--- src/rtl/des_crack_pkg.sv ---
// Shared definitions for the DES cracker result path.
//   N_CORES / DATA_W : core count (one-hot select width) and result word width
//   onehot_t / word_t: one-hot core vector and result word types
//   arb_state_t      : result arbiter sequencing states
//   onehot_to_idx    : binary index of a one-hot core vector
package des_crack_pkg;

  localparam int N_CORES = 16;
  localparam int DATA_W  = 64;
  localparam int IDX_W   = 4;

  typedef logic [N_CORES-1:0] onehot_t;
  typedef logic [DATA_W-1:0]  word_t;

  typedef enum logic [1:0] {
    IDLE  = 2'd0,
    SEL   = 2'd1,
    OUT   = 2'd2,
    GRANT = 2'd3
  } arb_state_t;

  // OR-reduction of set-bit positions; exact for one-hot, 0 for all-zero.
  function automatic logic [IDX_W-1:0] onehot_to_idx(input onehot_t v);
    logic [IDX_W-1:0] idx;
    idx = '0;
    for (int i = 0; i < N_CORES; i++) begin
      if (v[i]) idx = idx | IDX_W'(i);
    end
    return idx;
  endfunction

endpackage

--- src/rtl/rr_onehot_pick.sv ---
// Combinational round-robin picker.
//   req     : request vector
//   pointer : one-hot highest-priority position (must be non-zero)
//   winner  : one-hot first request at or above pointer, wrapping to bit 0
//   any     : at least one request present
module rr_onehot_pick
  import des_crack_pkg::*;
(
  input  onehot_t req,
  input  onehot_t pointer,
  output onehot_t winner,
  output logic    any
);

  logic [2*N_CORES-1:0] dbl;
  logic [2*N_CORES-1:0] dbl_win;

  // Subtracting the pointer from the doubled request vector borrows through
  // the zeros below the first request at/after the pointer; masking with the
  // complement isolates that bit. The upper copy catches the wrapped case.
  assign dbl     = {req, req};
  assign dbl_win = dbl & ~(dbl - {{N_CORES{1'b0}}, pointer});
  assign winner  = dbl_win[N_CORES-1:0] | dbl_win[2*N_CORES-1:N_CORES];
  assign any     = |req;

endmodule

--- src/rtl/key_result_arbiter.sv ---
// Round-robin arbiter and sequencer for the shared 16:1 result mux.
//   clk, reset_n : system clock, synchronous active-low reset
//   enable       : gates the start of new arbitration only
//   req          : per-core result-pending requests
//   mux_sel      : one-hot mux select, driven only while sampling
//   mux_q        : muxed result word
//   out_valid/out_ready/out_data/out_idx : captured result towards key reporting
//   grant        : one-cycle acknowledge to the winning core
//   busy         : sequencer not idle
//   xfer_count   : completed transfers, saturating
//
// state | meaning
// IDLE  | waiting for enable and a request; picks the round-robin winner
// SEL   | mux_sel drives winner; mux_q captured at the edge
// OUT   | out_valid held until out_ready
// GRANT | grant pulse to winner; pointer advances past winner
module key_result_arbiter
  import des_crack_pkg::*;
#(
  parameter int CNT_W = 16
) (
  input  logic             clk,
  input  logic             reset_n,
  input  logic             enable,
  input  onehot_t          req,
  output onehot_t          mux_sel,
  input  word_t            mux_q,
  output logic             out_valid,
  input  logic             out_ready,
  output word_t            out_data,
  output logic [IDX_W-1:0] out_idx,
  output onehot_t          grant,
  output logic             busy,
  output logic [CNT_W-1:0] xfer_count
);

  arb_state_t       state;
  onehot_t          pointer;
  onehot_t          winner;
  logic [IDX_W-1:0] win_idx;
  onehot_t          pick_win;
  logic             pick_any;

  rr_onehot_pick u_pick (
    .req     (req),
    .pointer (pointer),
    .winner  (pick_win),
    .any     (pick_any)
  );

  always_ff @(posedge clk) begin
    if (!reset_n) begin
      state      <= IDLE;
      pointer    <= onehot_t'(1);
      winner     <= '0;
      win_idx    <= '0;
      out_valid  <= 1'b0;
      out_data   <= '0;
      out_idx    <= '0;
      xfer_count <= '0;
    end else begin
      case (state)
        IDLE: begin
          if (enable && pick_any) begin
            winner  <= pick_win;
            win_idx <= onehot_to_idx(pick_win);
            state   <= SEL;
          end
        end
        SEL: begin
          out_data  <= mux_q;
          out_idx   <= win_idx;
          out_valid <= 1'b1;
          state     <= OUT;
        end
        OUT: begin
          if (out_ready) begin
            out_valid <= 1'b0;
            state     <= GRANT;
          end
        end
        GRANT: begin
          pointer <= {winner[N_CORES-2:0], winner[N_CORES-1]};
          if (xfer_count != '1) xfer_count <= xfer_count + CNT_W'(1);
          state <= IDLE;
        end
        default: state <= IDLE;
      endcase
    end
  end

  assign mux_sel = (state == SEL)   ? winner : '0;
  assign grant   = (state == GRANT) ? winner : '0;
  assign busy    = (state != IDLE);

endmodule

--- config.mk ---
export PLATFORM = sky130hd
export DESIGN_NAME = key_result_arbiter
export DESIGN_NICKNAME = d
export VERILOG_FILES = /design/src/rtl/des_crack_pkg.sv /design/src/rtl/rr_onehot_pick.sv /design/src/rtl/key_result_arbiter.sv
export SDC_FILE = /design/constraint.sdc
export NUM_CORES = 1
export LEC_CHECK = 0
export ABC_AREA = 1
export BUFFER_PORTS_ARGS = -buffer_cell sky130_fd_sc_hd__buf_2
export CORE_UTILIZATION = 50
export DETAILED_ROUTE_END_ITERATION = 10
export PLACE_DENSITY = 0.74
export SYNTH_ARGS = -nofsm -noshare
export SYNTH_HDL_FRONTEND = slang
export SYNTH_SLANG_ARGS = --single-unit
--- constraint.sdc ---
create_clock -name clk -period 2.66 [get_ports clk]
set_input_delay 0.532 -clock clk [delete_from_list [all_inputs] [get_ports clk]]
set_output_delay 0.532 -clock clk [all_outputs]
set_load 0.1 [all_outputs]
==> impl_results.md, run 1 <==
- R2r worst-path depth: 15
- Die Ht: 117.7 µm
- Commonest cells after routing, fill and taps aside: 223 x nand2_1, 188 x nor2_1, 185 x buf_2, 161 x inv_1, 123 x dfxtp_1
- Reg clk slew, reported paths: 0.06 ns
- Worst slew pin tran: 0.7081 ns
- Post-synthesis register bit count: 123
- Reg power frac: 0.250
- Full die area: 13,860 µm²
- Gpl congestion: 1.004
- Sequential element share of the synthesized area: 0.3676
- Most used cell, CP: inv_1
- Skew-Pair Late Insertion Delay: 0.42 ns
- CTS HTree Levels: 4
- Drt pass-1 iters: 7
- Register area: 2462 µm²
- DRT antenna net count: 0
- Cts bufs inserted: 17
- Core area: 12,820 µm²
- Pwr Total: 10.58 mW
- Clock Path Buffers: 2
- P_sw: 5.911 mW
- Final setup violation count: 0
- Largest net degree at the start of global routing: 100
- Post-cts sizing count: 0
- CP endpoint: mux_sel[2]
- Crit path from: state[1]
- Layout area overhead: 29.61%
- Cells after Synth: 1,043
- Die span in x: 117.7 µm
- CTS Hold Bufs: 0
- Remaining Overflow, GRT: 0
- Drt first-iter violations: 574
- Drc violations: 0
- Port Buffers: 201
- Post-CTS setup buffers: 0
- Syn_area_per_cell: 6.422 µm²
- Critical-path cell with the highest stage delay: ha_2
- Mapped Area: 6698 µm²
- Slack of the worst reg-to-reg path: 0.41 ns
- Final Hold Violating Endpoints: 0
- Final nets: 1,343
- Synthesis warning total: 0
- Relative slew slack: 0.5268
- Critical path type: flip-flop to output port
- Peak VDD IR: 1.158 mV
- Area of the multi-input gates: 3440 µm²
- Slew Limit Fails: 0
- CTS tree: yes
- Routed WL per cell: 14.02 µm
- Core Rows: 41
- WP data required: 2.13 ns
- Internal power: 4.672 mW
- Max Cap Viol: 0
- Share of layout cells above drive strength 1: 0.2408
- Syn_nets: 1,148
- CP Capture Type: output port
- Worst path cell trace: inv_1 -> ha_2 -> nand2_1 -> inv_1 -> buf_12
- Vias/cell: 5.020
- Synth cell types: 38
- Setup Skew: 0.007151 ns
- Top Ports: 202
- DP HPWL: 15,050 µm
- Critical Path Fanout Max: 26
- Worst R2R End: win_idx[3]
- Drt total wl: 19,930 µm
- Crit path depth: 5
- Worst Hold Class: input pin to flip-flop
- CP delay by family, top: adder cells
- Worst endpoint data arrival time: 1.80 ns
- RR Startpoint: pointer[0]
- Vias in the first global route: 6,768
- Critical path startpoint category: flip-flop
- Ratio of final minimum period to clock period: 0.8753
- Root buffer selected by CTS: clkbuf_16
- Fillers: 1,161
- FMAX: 0.4295 GHz
- Total Routing Usage GR: 0.2937
- Routed via count: 7,139
- Clk sink count: 123
- TNS Setup: 0 ns
- Cell area power density: 1219 nW/µm²
- CP max stage delay: 0.55 ns
- Combinational Power Share: 0.544
- RSZ-0062 raised after global routing: no
- Leak Pwr: 4.604 nW
- Ant. Diodes: 0
- Switch share: 0.5585
- Clock Power Share: 0.206
- First-pass GRT wire length: 32,550 µm
- Initial antenna violation count: 0
- Bufs and invs on worst path: 3
- Period minus WS final: 2.328 ns
- Status: finished clean
- Commonest non-fill, non-tap cell in the layout: nand2_1
- Initial Util: 0.5222
-- worst min-delay path by stage --
stage                 from            to  slack, ns  cells after the start
2_1_floorplan   win_idx[2]    out_idx[2]       0.43                      2
3_3_place_gp   pointer[11]   pointer[11]       0.45                      2
3_5_place_dp    pointer[3]    pointer[3]       0.46                      2
4_1_cts          mux_q[55]  out_data[55]       0.32                      3
5_1_grt          mux_q[43]  out_data[43]       0.33                      3
6_report         mux_q[55]  out_data[55]       0.33                      3
-- sequential cells by signal, indices dropped and copies added, names as in the netlist --
signal / count
xfer_count: 16
pointer: 16
out_idx: 4
out_valid: 1
winner: 16
out_data: 64
win_idx: 4
state: 2
-- per-layer routing --
metal / up-vias / wire length [µm] / GRT usage
met3: 55 / 1601 / 0.08963
met1: 3150 / 8524 / 0.3519
met2: 312 / 9021 / 0.4713
met4: 0 / 784 / 0.1538
met5: - / 0 / 0
li1: 3622 / - / -
-- worst reg2reg max path, stage by stage (launching register included) --
cell and delay [ns]:
dfxtp_1 0.40, nand2_4 0.10, fa_1 0.42, nand2_1 0.11, nand2_1 0.07, and2_2 0.21
nand2_2 0.10, nand4_1 0.09, nand2_1 0.08, nand2_1 0.07, nand2_2 0.12, nand2_1 0.08
nor2_1 0.09, nand4_1 0.10, nand2_1 0.07, inv_1 0.03
-- cells by family (layout without fill, tap and decap cells) --
family | after synthesis | count (layout) | synth area share
xor+xnor | 9 | 9 | 0.01177
flops | 123 | 123 | 0.3676
simple gates | 531 | 531 | 0.3400
buf+inv | 208 | 415 | 0.1192
fa+ha+maj | 21 | 21 | 0.04035
compound gates | 151 | 151 | 0.1211
-- synth_stat cells (all sizes together) --
master    n  area share
a21boi    1      0.0011
a21oi    41       0.031
xor2      8       0.010
o21ai    90       0.067
nor2    205        0.13
xnor2     1      0.0013
nor3     17       0.013
o211ai   10       0.012
nand4    11       0.010
nand3    46       0.037
nand2   246        0.15
clkbuf   25       0.014
a31oi     1     0.00093
buf       9      0.0062
dfxtp   123        0.37
o21bai    3      0.0034
nor4      2      0.0019
and2      1      0.0011
inv     174       0.099
nor3b     1      0.0011
fa        1      0.0030
a221oi    1      0.0013
a22oi     1      0.0011
o21a      3      0.0034
or2       2      0.0019
ha       20       0.037
-- per-stage QoR --
stage | instances | util | instance area (µm²) | hold slack [ns] | setup slack, ns
floorplan | 1043 | - | 6698 | 0.4339 | 0.3055
global placement | 1391 | 0.6331 | 8119 | 0.4502 | 0.03198
detailed placement | 1391 | 0.6331 | 8119 | 0.4559 | 0.1025
CTS | 1422 | 0.6769 | 8681 | 0.3156 | 0.2950
global route | 1422 | 0.6769 | 8681 | 0.3276 | 0.1659
finish | 1422 | 0.6769 | 8681 | 0.3309 | 0.3318
-- cell type report --
type / instances / area share
multi-input cells: 712 / 0.3962
flip-flops and latches: 123 / 0.2837
repair buffers: 210 / 0.1542
inverters: 174 / 0.07639
clock buffers: 18 / 0.05059
well taps: 172 / 0.02479
clock inverters: 13 / 0.01413
-- power by group through the flow --
stage               clock network (mW)  logic [mW]  registers (mW)
detailed placement                   0        5.75            2.66
finish                            2.18        5.76            2.65
global route                      2.29        6.05            2.71
CTS                               2.20        5.77            2.64
global placement                     0        5.73            2.67
floorplan                            0        1.70            5.59
(Power assumes the default switching activity.)
==> run 2, diff against run 1 <==
--- a/config.mk
+++ b/config.mk
@@ -7,9 +7,11 @@
 export LEC_CHECK = 0
 export ABC_AREA = 1
 export BUFFER_PORTS_ARGS = -buffer_cell sky130_fd_sc_hd__buf_2
-export CORE_UTILIZATION = 50
+export CELL_PAD_IN_SITES_DETAIL_PLACEMENT = 0
+export CELL_PAD_IN_SITES_GLOBAL_PLACEMENT = 1
+export CORE_UTILIZATION = 35
 export DETAILED_ROUTE_END_ITERATION = 10
-export PLACE_DENSITY = 0.74
+export PLACE_DENSITY = 0.76
 export SYNTH_ARGS = -nofsm -noshare
 export SYNTH_HDL_FRONTEND = slang
 export SYNTH_SLANG_ARGS = --single-unit
==> run 2 against run 1 <==
  * Fmax is 0.56% lower
  * Critical endpoint is now win_idx[2]
  * Sequential cell count did not move
  * Clock skew increased by 0.0039 ns
  * Cell area grew 2.1%
==> impl_results.md, run 2 (same netlist as run 1, synthesis figures left out) <==
- Relative slew slack: 0.5080 (-0.01876)
- DP HPWL: 16,500 µm (+9.6%)
- Clock Power Share: 0.231 (+0.025)
- Initial antenna violation count: 1 (+1)
- Largest Register: out_data
- Layout area overhead: 32.30%
- Switch share: 0.5435 (-0.01501)
- Gpl congestion: 0.9361 (-6.7%)
- Most used cell, CP: nand2_1
- Post-CTS setup buffers: 0 (unchanged)
- Period minus WS final: 2.341 ns (+0.01305 ns)
- Crit path depth: 13 (+8)
- Setup Skew: 0.01102 ns (+0.003871 ns)
- Reg clk slew, reported paths: 0.06 ns (about the same)
- Final nets: 1,344 (+0.074%)
- Slew Limit Fails: 0 (unchanged)
- Share of layout cells above drive strength 1: 0.2412 (+0.0004141)
- Combinational Power Share: 0.525 (-0.019)
- Vias/cell: 4.697 (-6.4%)
- Peak VDD IR: 0.9651 mV (-17%)
- Drt pass-1 iters: 5 (-2)
- DRT antenna net count: 0 (unchanged)
- CTS HTree Levels: 4 (unchanged)
- Drt first-iter violations: 359 (-37%)
- Commonest non-fill, non-tap cell in the layout: nand2_1
- Drc violations: 0 (unchanged)
- CTS Hold Bufs: 0 (unchanged)
- Root buffer selected by CTS: clkbuf_16
- Core area: 18,710 µm² (+46%)
- Leak Pwr: 4.650 nW (+1.0%)
- WP data required: 2.97 ns (+0.84 ns)
- Post-place instance area: 8219 µm² (+1.2%)
- Post-layout util: 0.4737 (-0.2032)
- Clk sink count: 123 (unchanged)
- Max Cap Viol: 0 (unchanged)
- Routed via count: 6,984 (-2.2%)
- Pwr Total: 10.92 mW (+3.2%)
- Worst path cell trace: inv_1 -> ha_1 -> nand2_1 -> o21ai_0 -> nor2_1 -> nand3_1 -> nand2_1 -> nand2_1 -> nand2_1 -> nor2_1 -> nand4_1 -> nand2_1 -> inv_1
- Reg power frac: 0.244 (-0.006)
- CP delay by family, top: simple AND/OR/NAND/NOR gates
- Clock Path Buffers: 2 (unchanged)
- Worst slew pin tran: 0.7380 ns (+0.02981 ns)
- RSZ-0062 raised after global routing: no
- R2r worst-path depth: 13 (-2)
- Bufs and invs on worst path: 2 (-1)
- Max reg flops: 64 (unchanged)
- Vias in the first global route: 6,723 (-0.66%)
- Critical-path cell with the highest stage delay: o21ai_0
- Hold Path Depth: 3 (unchanged)
- Core Rows: 50 (+22%)
- Ratio of final minimum period to clock period: 0.8802 (+0.004906)
- Status: finished clean
- Critical path type: flip-flop to flip-flop
- CP max stage delay: 0.52 ns (-0.03 ns)
- Routed WL per cell: 14.47 µm (+3.2%)
- Total Routing Usage GR: 0.2243 (-0.06933)
- Cell area power density: 1232 nW/µm² (+1.1%)
- Internal power: 4.983 mW (+6.7%)
- First-pass GRT wire length: 34,840 µm (+7.0%)
- Remaining Overflow, GRT: 0 (unchanged)
- Critical Path Fanout Max: 5 (-81%)
- CP Capture Type: flip-flop
- Commonest cells after routing, fill and taps aside: 223 x nand2_1, 188 x nor2_1, 184 x buf_2, 161 x inv_1, 123 x dfxtp_1
- Cts bufs inserted: 17 (unchanged)
- Critical path startpoint category: flip-flop
- Initial Util: 0.3581 (-0.1642)
- TNS Setup: 0 ns (unchanged)
- Worst endpoint data arrival time: 2.65 ns (+0.85 ns)
- Top Ports: 202 (unchanged)
- P_sw: 5.934 mW (+0.38%)
- Post-cts sizing count: 0 (unchanged)
- Final setup violation count: 0 (unchanged)
- Drt total wl: 21,520 µm (+7.9%)
- Die Ht: 140.3 µm (+19%)
- CTS tree: yes
- Fin area: 8861 µm² (+2.1%)
- Skew-Pair Late Insertion Delay: 0.41 ns (about the same)
- Full die area: 19,690 µm² (+42%)
- Die span in x: 140.3 µm (+19%)
- Final Hold Violating Endpoints: 0 (unchanged)
- Largest net degree at the start of global routing: 67 (-33%)
- Port Buffers: 201 (unchanged)
- Worst Hold Class: input pin to flip-flop
- FMAX: 0.4271 GHz (-0.56%)
==> run 2: changes by cell type in the layout (fill, tap and decap cells not counted), sizes merged, moves of 2 or more <==
cell    before  now
clkinv       7    1
inv        175  178
clkbuf      18   20
bufinv       1    4
==> run 2: routing by layer <==
layer / share of wire / GRT usage
met3: 0.075 / 0.06701
met5: 0 / 0
met4: 0.011 / 0.06073
met2: 0.45 / 0.3582
met1: 0.47 / 0.2928
==> run 2: power groups by stage <==
stage | Sequential (mW) | Clock [mW] | Combinational (mW)
floorplan | 5.59 | 0 | 1.70
global placement | 2.67 | 0 | 5.76
detailed placement | 2.68 | 0 | 5.76
CTS | 2.66 | 2.57 | 5.77
global route | 2.72 | 2.66 | 6.06
finish | 2.66 | 2.52 | 5.73
==> run 2: worst paths after layout <==
| check | from | end | slack, ns |
|---|---|---|---|
| max reg2reg | pointer[15] | win_idx[2] | 0.32 |
| max | pointer[15] | win_idx[2] | 0.32 |
| min | mux_q[44] | out_data[44] | 0.34 |
| min reg2reg | pointer[1] | pointer[1] | 0.46 |
==> run 2: through the flow <==
step                instances  hold WS [ns]  setup WS (ns)
finish                   1487        0.3380         0.3187
global route             1487        0.3316         0.1820
CTS                      1486        0.3243         0.3037
detailed placement       1454        0.4542        0.05790
global placement         1454        0.4503        0.02555
floorplan                1043        0.4339         0.3055
==> run 2: worst register-to-register path, stage by stage (launching register included) <==
cell and delay, ns:
dfxtp_1 0.33, inv_1 0.10, ha_1 0.37, nand2_1 0.10, o21ai_0 0.52, nor2_1 0.09, nand3_1 0.14, nand2_1 0.06
nand2_1 0.15, nand2_1 0.09, nor2_1 0.10, nand4_1 0.08, nand2_1 0.07, inv_1 0.04
==> run 2: final cells by class <==
class / count / area [µm²]
Clock inverter: 12 / 182.7
Multi-Input combinational cell: 712 / 3440
Fill cell: 1984 / 9844
Timing Repair Buffer: 211 / 1361
Inverter: 174 / 663.1
Antenna cell: 1 / 2.502
Tap cell: 234 / 292.8
Sequential cell: 123 / 2462
Clock buffer: 20 / 456.7
